### config.mk
export PLATFORM = sky130hd
export DESIGN_NAME = vga_fb_arbiter
export DESIGN_NICKNAME = d
export VERILOG_FILES = /design/src/rtl/vga_fb_arbiter.sv
export SDC_FILE = /design/constraint.sdc
export NUM_CORES = 1
export LEC_CHECK = 0
export ABC_CLOCK_PERIOD_IN_PS = 4400
export BUFFER_PORTS_ARGS = -buffer_cell sky130_fd_sc_hd__buf_2
export CAP_MARGIN = 25
export CELL_PAD_IN_SITES_DETAIL_PLACEMENT = 1
export CELL_PAD_IN_SITES_GLOBAL_PLACEMENT = 2
export CORE_MARGIN = 5
export CORE_UTILIZATION = 25
export DETAILED_ROUTE_END_ITERATION = 10
export PLACE_DENSITY_LB_ADDON = 0.1
export SLEW_MARGIN = 30
export SYNTH_ARGS = -nofsm -noshare
export SYNTH_HDL_FRONTEND = slang
export SYNTH_SLANG_ARGS = --single-unit
### constraint.sdc
create_clock -name clock -period 4.4 [get_ports clock]
set_input_delay 0.22 -clock clock [delete_from_list [all_inputs] [get_ports clock]]
set_output_delay 0.22 -clock clock [all_outputs]
set_load 0.005 [all_outputs]
### src/rtl/vga_fb_arbiter.sv
// Framebuffer RAM arbiter: one single-port RAM shared between CPU accesses and
// VGA scanout prefetch, with scanout taking priority whenever its FIFO runs low.
module vga_fb_arbiter #(
    parameter int unsigned FB_AW      = 19,
    parameter int unsigned H_ACTIVE   = 640,
    parameter int unsigned V_ACTIVE   = 480,
    parameter int unsigned FIFO_DEPTH = 8
) (
    input  logic             clock,
    input  logic             reset,
    input  logic             cpu_req,
    input  logic             cpu_we,
    input  logic [FB_AW-1:0] cpu_addr,
    input  logic [31:0]      cpu_wdata,
    input  logic [3:0]       cpu_wstrb,
    output logic             cpu_ack,
    output logic [31:0]      cpu_rdata,
    input  logic             frame_start,
    input  logic             pix_ready,
    output logic             pix_valid,
    output logic [23:0]      pix_data,
    output logic             underflow,
    output logic             ram_en,
    output logic             ram_we,
    output logic [FB_AW-1:0] ram_addr,
    output logic [31:0]      ram_wdata,
    output logic [3:0]       ram_wstrb,
    input  logic [31:0]      ram_rdata
);
    localparam int unsigned PW = $clog2(FIFO_DEPTH);
    localparam int unsigned CW = PW + 1;
    localparam logic [FB_AW-1:0] LAST_ADDR = FB_AW'(H_ACTIVE * V_ACTIVE - 1);
    localparam logic [CW-1:0] DEPTH_C = CW'(FIFO_DEPTH);
    localparam logic [CW-1:0] HALF_C  = CW'(FIFO_DEPTH / 2);

    logic [FB_AW-1:0] ptr_q;
    logic             done_q;
    logic             fetch_q;
    logic             cpu_q;
    logic             cpu_we_q;
    logic             underflow_q;
    logic [CW-1:0]    count_q;
    logic [PW-1:0]    rd_q;
    logic [PW-1:0]    wr_q;
    logic [23:0]      mem_q [FIFO_DEPTH];

    logic [CW-1:0] occ;
    logic          eligible;
    logic          urgent;
    logic          grant_fetch;
    logic          grant_cpu;
    logic          push;
    logic          pop;
    logic          pop_empty;

    // Outputs are held at zero while reset is asserted.
    always_comb begin
        occ         = count_q + CW'(fetch_q);
        eligible    = reset && !done_q && !frame_start && (occ < DEPTH_C);
        urgent      = eligible && (occ < HALF_C);
        grant_fetch = 1'b0;
        grant_cpu   = 1'b0;
        if (urgent) begin
            grant_fetch = 1'b1;
        end else if (reset && cpu_req && !cpu_q) begin
            grant_cpu = 1'b1;
        end else if (eligible) begin
            grant_fetch = 1'b1;
        end
        // A fetch returning during frame_start belongs to the old frame.
        push      = fetch_q && !frame_start;
        pop       = pix_ready && (count_q != '0);
        pop_empty = pix_ready && (count_q == '0);
    end

    always_comb begin
        ram_en    = grant_fetch | grant_cpu;
        ram_we    = grant_cpu & cpu_we;
        ram_addr  = '0;
        ram_wdata = '0;
        ram_wstrb = '0;
        if (grant_cpu) begin
            ram_addr  = cpu_addr;
            ram_wdata = cpu_wdata;
            ram_wstrb = cpu_wstrb;
        end else if (grant_fetch) begin
            ram_addr = ptr_q;
        end
        cpu_ack   = cpu_q && reset;
        cpu_rdata = (cpu_ack && !cpu_we_q) ? ram_rdata : '0;
        pix_valid = (count_q != '0);
        pix_data  = pix_valid ? mem_q[rd_q] : '0;
        underflow = underflow_q;
    end

    always_ff @(posedge clock) begin
        if (!reset) begin
            ptr_q       <= '0;
            done_q      <= 1'b0;
            fetch_q     <= 1'b0;
            cpu_q       <= 1'b0;
            cpu_we_q    <= 1'b0;
            underflow_q <= 1'b0;
            count_q     <= '0;
            rd_q        <= '0;
            wr_q        <= '0;
        end else begin
            cpu_q   <= grant_cpu;
            fetch_q <= grant_fetch;
            if (grant_cpu) begin
                cpu_we_q <= cpu_we;
            end
            if (frame_start) begin
                ptr_q       <= '0;
                done_q      <= 1'b0;
                count_q     <= '0;
                rd_q        <= '0;
                wr_q        <= '0;
                underflow_q <= pop_empty;
            end else begin
                underflow_q <= underflow_q | pop_empty;
                if (grant_fetch) begin
                    if (ptr_q == LAST_ADDR) begin
                        done_q <= 1'b1;
                    end else begin
                        ptr_q <= ptr_q + FB_AW'(1);
                    end
                end
                if (push) begin
                    wr_q <= wr_q + PW'(1);
                end
                if (pop) begin
                    rd_q <= rd_q + PW'(1);
                end
                count_q <= count_q + CW'(push) - CW'(pop);
            end
        end
    end

    always_ff @(posedge clock) begin
        if (reset && push) begin
            mem_q[wr_q] <= ram_rdata[23:0];
        end
    end

    // Occupancy accounting must keep a returning fetch from landing in a full FIFO.
    push_when_full_a: assert property (@(posedge clock) disable iff (!reset)
        !(push && (count_q == DEPTH_C)));

endmodule

# [Yosys cells after proc, flatten, opt, wreduce, memory -nomap -nowiden]
# Memories as Yosys holds them, arrays and structs flattened. A register that Yosys moved wholly into a read port is not among the register bits.
# Cells that the tools add are included.
# W data, S select, Z words.
[classes] addsub=6 n_mul=0 div=0 n_lt_le_gt_ge=2 eq_ne=1 n_shift=0 mux=16 n_bitwise=5 reduce_logical=21
[op_table] op="$mux W32" count=2
[op_table] op="$mux W19" count=2
[op_table] op="$mux W24" count=1
[op_table] op="$add A19 B1 Y19 const B" count=1
[op_table] op="$eq A19 B19 Y1 const B" count=1
[op_table] op="$logic_and A1 B1 Y1" count=12
[op_table] op="$add A4 B1 Y4" count=2
[op_table] op="$mux W1" count=8
[op_table] op="$add A3 B1 Y3 const B" count=2
[op_table] op="$mux W3" count=2
[op_table] op="$logic_not A1 Y1" count=4
[op_table] op="$logic_not A4 Y1" count=1
[op_table] op="$lt A4 B3 Y1 const B" count=1
[op_table] op="$lt A4 B4 Y1 const B" count=1
[op_table] op="$mux W4" count=1
[op_table] op="$reduce_and A2 Y1" count=2
[op_table] op="$reduce_bool A4 Y1" count=1
[op_table] op="$sub A4 B1 Y4" count=1
[op_table] op="$not A1 Y1" count=2
[op_table] op="$or A1 B1 Y1" count=2
[op_table] op="$reduce_or A2 Y1" count=1
[op_table] op="$and A1 B1 Y1" count=1
[totals] reg_bits=34 latchBits=0 ramBits=192 rom_bits=0 input_bits=93 out_inout_bits=116 elab_cells=61 memories=1
[memory_table] memory="mem_q" depth=8 width=24 rd=1 rd_ports_with_merged_regs=1 wr=1 line="45" rtl="logic [23:0] mem_q [FIFO_DEPTH];"

# [Depth between registers and ports, before layout]
[logic_depth] ltp_word=9 ltp_mapped=12 ltp_nobuf=11

# [Worst setup path before layout]
# OpenSTA, ideal clock, no wires.
[synth_path] path_type="in2reg" from="input port frame_start" to="memory mem_q[1][0], enable pin" setup_ns=0.474 arrival_time_ns=3.289 required_ns=3.926 path_slack_ns=0.636 stages=4 path_buffers=2 path_cell_list="nand2b_1 > clkbuf_1 > clkbuf_1 > nor4b_1"
[synth_between] elab_chain_cells=5
[synth_rtl] item="start, declared" line="18" rtl="input logic frame_start,"
[synth_rtl] item="$logic_not A1 Y1" line="71" rtl="push = fetch_q && !frame_start;"
[synth_rtl] item="$logic_and A1 B1 Y1" line="71"
[synth_rtl] item="$logic_and A1 B1 Y1" line="141" rtl="if (reset && push) begin"
[synth_rtl] item="$mux W1" line="141"
[synth_rtl] item="$mux W1 (implied by the code)" line="142" rtl="mem_q[wr_q] <= ram_rdata[23:0];"
[synth_rtl] item="end, declared" line="45"
# Every way passes these cells.

# [Worst setup path after layout]
[layout_path] from="input port reset" to="output port ram_addr[9]"
[layout_between] elab_chain_cells=8 word_cells_on_any_way=13 classes_between="7 x mux; 6 x reduce/logical"
[layout_rtl] item="start, declared" line="10" rtl="input logic reset,"
[layout_rtl] item="$logic_and A1 B1 Y1 (3 in series)" line="59" rtl="eligible = reset && !done_q && !frame_start && (occ < DEPTH_C);"
[layout_rtl] item="$mux W1" line="67" rtl="end else if (eligible) begin"
[layout_rtl] item="$mux W1" line="65" rtl="end else if (reset && cpu_req && !cpu_q) begin"
[layout_rtl] item="$mux W1" line="63" rtl="if (urgent) begin"
[layout_rtl] item="$mux W19" line="86" rtl="end else if (grant_fetch) begin"
[layout_rtl] item="$mux W19 *" line="82" rtl="if (grant_cpu) begin"
[layout_rtl] item="end, declared" line="25" rtl="output logic [FB_AW-1:0] ram_addr,"
# Every way passes the cells marked *; elsewhere a longest branch is shown, timed or not.

==> impl_results.md <==
- Outcome: complete, no violations
- Final Hold Fails: 0
- Die Width: roughly 210 µm
- Post-synth ARST share: 0%
- Synth top area share: slightly below 60%
- Hold Path Stages: 1
- Synth Warn #: 0
- Hold EP: mem_q[2][19]$_DFFE_PP_
- Commonest non-fill, non-tap cell in the layout: buf_2
- Vias/cell: about 4.4
- Gr ovfl total: 0
- Non-filler cells, final: between 1000 and 1500
- Comb pwr share: between 10% and 20%
- Cell Int Power: about 4.0 mW
- Post-Syn Instances: around 660
- Switching power total: roughly 1.3 mW
- Crit path buf inv count: 4
- Synthesized area: between 0.009 and 0.01 mm²
- Die area: ~0.043 mm²
- Critical path peak fanout: 45
- Fin crit period: 2.949 ns
- Core Area: between 0.03 and 0.04 mm²
- Syn_nets: 760
- Sequential area share after synthesis: 66.12%
- CTS buffer count: 27
- Worst R2R Path Depth: 12
- CP max-delay cell: dlygate4sd3_1
- Sum of negative setup slack: 0 ns
- Cells after DPL: about 1400
- Fmax: about 340 MHz
- EDFF count, synth: roughly 190
- Largest net degree at the start of global routing: 46
- Setup violators final: 0
- Sw Share: between 20% and 30%
- Leak pwr: 4.620 nW
- Data arrival, critical path: 2.73 ns
- Initial Util: between 20% and 30%
- Slew Viols, Final: 0
- H-tree lvl count: 1
- Ys flop type: edfxtp_1
- Clock Pin Slew Worst Setup and Hold Paths: roughly 0.060 ns
- CP Capture Type: output pin
- CP most frequent cell: buf_2
- Period utilisation layout: about two thirds
- Clock power share: 42.0%
- Overall Global Routing Usage: 12.35%
- HPWL after detailed placement: around 18000 µm
- Largest area contributor in the netlist: edfxtp_1
- Worst r2r src: count_q[2]$_SDFF_PP0_
- Avg WL per Cell: between 15 and 20 µm
- Critical path class: input pin to output pin
- Clock Path Buffers: 3
- WL final: about 28000 µm
- VDD IR max: approximately 0.25 mV
- Worst-margin pin slew: ~0.95 ns
- Mean post-synth cell area: around 15 µm²
- Routability cong.: ~0.78
- Max incr delay on CP: between 0.5 and 0.6 ns
- RSZ-0062 raised after global routing: false
- Post-CTS Repair Setup Buffers: 0
- Synth Register Bits: 229
- Worst Path Required: about 4.2 ns
- Clock Latency Late Sink: 0.54 ns
- Initial antenna violation count: 0
- Most frequent cells in the layout: buf_2 (208), edfxtp_1 (192), and2_1 (74)
- Seq pwr share: between 40% and 50%
- Vias in the first global route: 7171
- Filler cells: between 4000 and 5000
- Die Y: 208.4 µm
- Global-route wire length before repair: around 43000 µm
- CTS tree: yes
- Startpoint type of the worst setup path: input pin
- Reg-to-reg endpoint: count_q[3]$_SDFF_PP0_
- Ports: around 210
- Layout area overhead: 29.72%
- Worst slew margin: between 30% and 40%
- Clock sink count: 229
- Hold_sp: ram_rdata[19]
- Crit-path cells: dlygate4sd3_1 -> buf_2 -> nand2b_1 -> a211o_2 -> nor2_2 -> buf_4 -> nand2_1 -> o21ai_0 -> buf_2
- Routed Antenna Nets: 0
- Drt pass-1 iters: 4
- Max-cap violations: 0
- Fin nets: 1000
- Row count: slightly above 70
- Netlist cell types: 48
- Setup Skew: 0.02760 ns
- Synth top area cells: edfxtp_1 (59%), mux4_2 (11%), dfxtp_1 (7.5%)
- Worst min-delay path category: input pin to flop
- Fraction of layout cells with a size suffix above 1: 36.38%
- DRC: 0
- FF-to-FF setup slack: approximately 1.7 ns
- IO Port Bufs: between 200 and 250
- CP top delay family: buffers and inverters
- Vias post-DR: roughly 6400
- Initial detailed-routing violation count: around 220
- Power Density: between 400 and 500 mW/mm²
- CTS root buf: clkbuf_16
[worst reg2reg max path, stage by stage, from the launching register on]
cell     delay [ns]
dfxtp_1        0.38
inv_1          0.10
ha_1           0.20
and2_1         0.13
buf_4          0.26
inv_1          0.18
nand2_1        0.16
or2_2          0.32
ha_1           0.27
a21o_1         0.18
a21oi_1        0.18
xnor2_1        0.13
nor2_1         0.06
[power groups by stage]
stage               registers, mW  clock network (mW)  logic [mW]
detailed placement           2.45                   0       0.700
floorplan                    2.43                   0       0.368
CTS                          2.40                2.32       0.719
finish                       2.40                2.24       0.688
global placement             2.47                   0       0.653
global route                 2.41                2.41       0.771
[per-layer routing]
| layer | GRT usage, % | part of all wire [%] |
|---|---|---|
| met1 | 15.20 | 42 |
| met2 | 22.46 | 51 |
| met3 | 2.967 | 6.0 |
| met4 | 1.925 | 1.1 |
| met5 | 0 | 0 |
[how the worst max path moves through the flow]
stage	endpoint	startpoint	depth (start not counted)
3_5_place_dp	ram_we	frame_start	6
3_3_place_gp	ram_we	frame_start	6
2_1_floorplan	mem_q[1][0]$_DFFE_PP_	frame_start	4
4_1_cts	ram_we	reset	7
6_report	ram_addr[9]	reset	9
5_1_grt	ram_addr[15]	reset	9
[layout make-up]
cell class / count / area (µm²) / area share (%)
diodes: 1 / 2.502 / 0.01961
clock buffers: 30 / 686.9 / 5.382
clock inverters: 19 / 203.9 / 1.598
inverters: 7 / 26.28 / 0.2059
multi-input cells: 384 / 3212 / 25.16
flip-flops and latches: 229 / 6515 / 51.04
well taps: 518 / 648.1 / 5.078
repair buffers: 249 / 1469 / 11.51
[timing repair]
action | in CTS | in global routing
hold buffers | 22 | 0
gates resized for setup | 0 | 0
hold endpoints to repair | 159 | 0
[flip-flops by register name, indices dropped and copies added, names as in the netlist, named ones only]
register / flops
count_q: 4
cpu_q: 1
cpu_we_q: 1
done_q: 1
fetch_q: 1
mem_q: 192
ptr_q: 19
rd_q: 3
underflow: 1
wr_q: 3
[synthesized netlist by cell type, types with 2 or more instances]
library cell	instances
or3_1	2
buf_1	4
nand4_1	5
o31ai_1	4
nor2_1	44
o211ai_1	3
nor3_1	2
nand3_1	10
dfxtp_1	37
and4_1	2
nor4_1	5
nand2_1	57
mux4_2	48
and3_1	7
inv_1	7
a21o_1	2
o21a_1	2
xnor2_1	7
nand2b_1	6
nor4b_1	3
clkbuf_1	29
edfxtp_1	192
nor2b_1	6
and2_1	74
buf_2	3
a31oi_1	3
xor2_1	4
o21ai_0	21
a21oi_1	11
mux2i_1	29
ha_1	8
or4_1	5
[stage by stage]
| step | worst slack [ns] | cell area (µm²) | total power [mW] | hold WS [ns] | util (%) |
|---|---|---|---|---|---|
| after floorplan | 0.6364 | 9839 | 2.799 | 0.3189 | - |
| after global placement | 1.737 | 11550 | 3.127 | 0.4767 | 29.75 |
| after detailed placement | 1.633 | 11620 | 3.149 | 0.4933 | 29.93 |
| after CTS | 1.109 | 12730 | 5.441 | 0.001230 | 32.79 |
| after global routing | 1.099 | 12760 | 5.587 | 0.02424 | 32.87 |
| final | 1.451 | 12760 | 5.329 | 0.02499 | 32.87 |
[cells by family after synthesis]
family                   share of synthesized area (%)
flip-flops                                       66.12
buffers and inverters                            1.844
AO/OA/AOI/OAI                                    3.472
AND/OR/NAND/NOR                                  12.42
multiplexers                                     13.94
adder cells (fa/ha/maj)                          1.221
XOR/XNOR                                        0.9791
(Power assumes the default switching activity.)
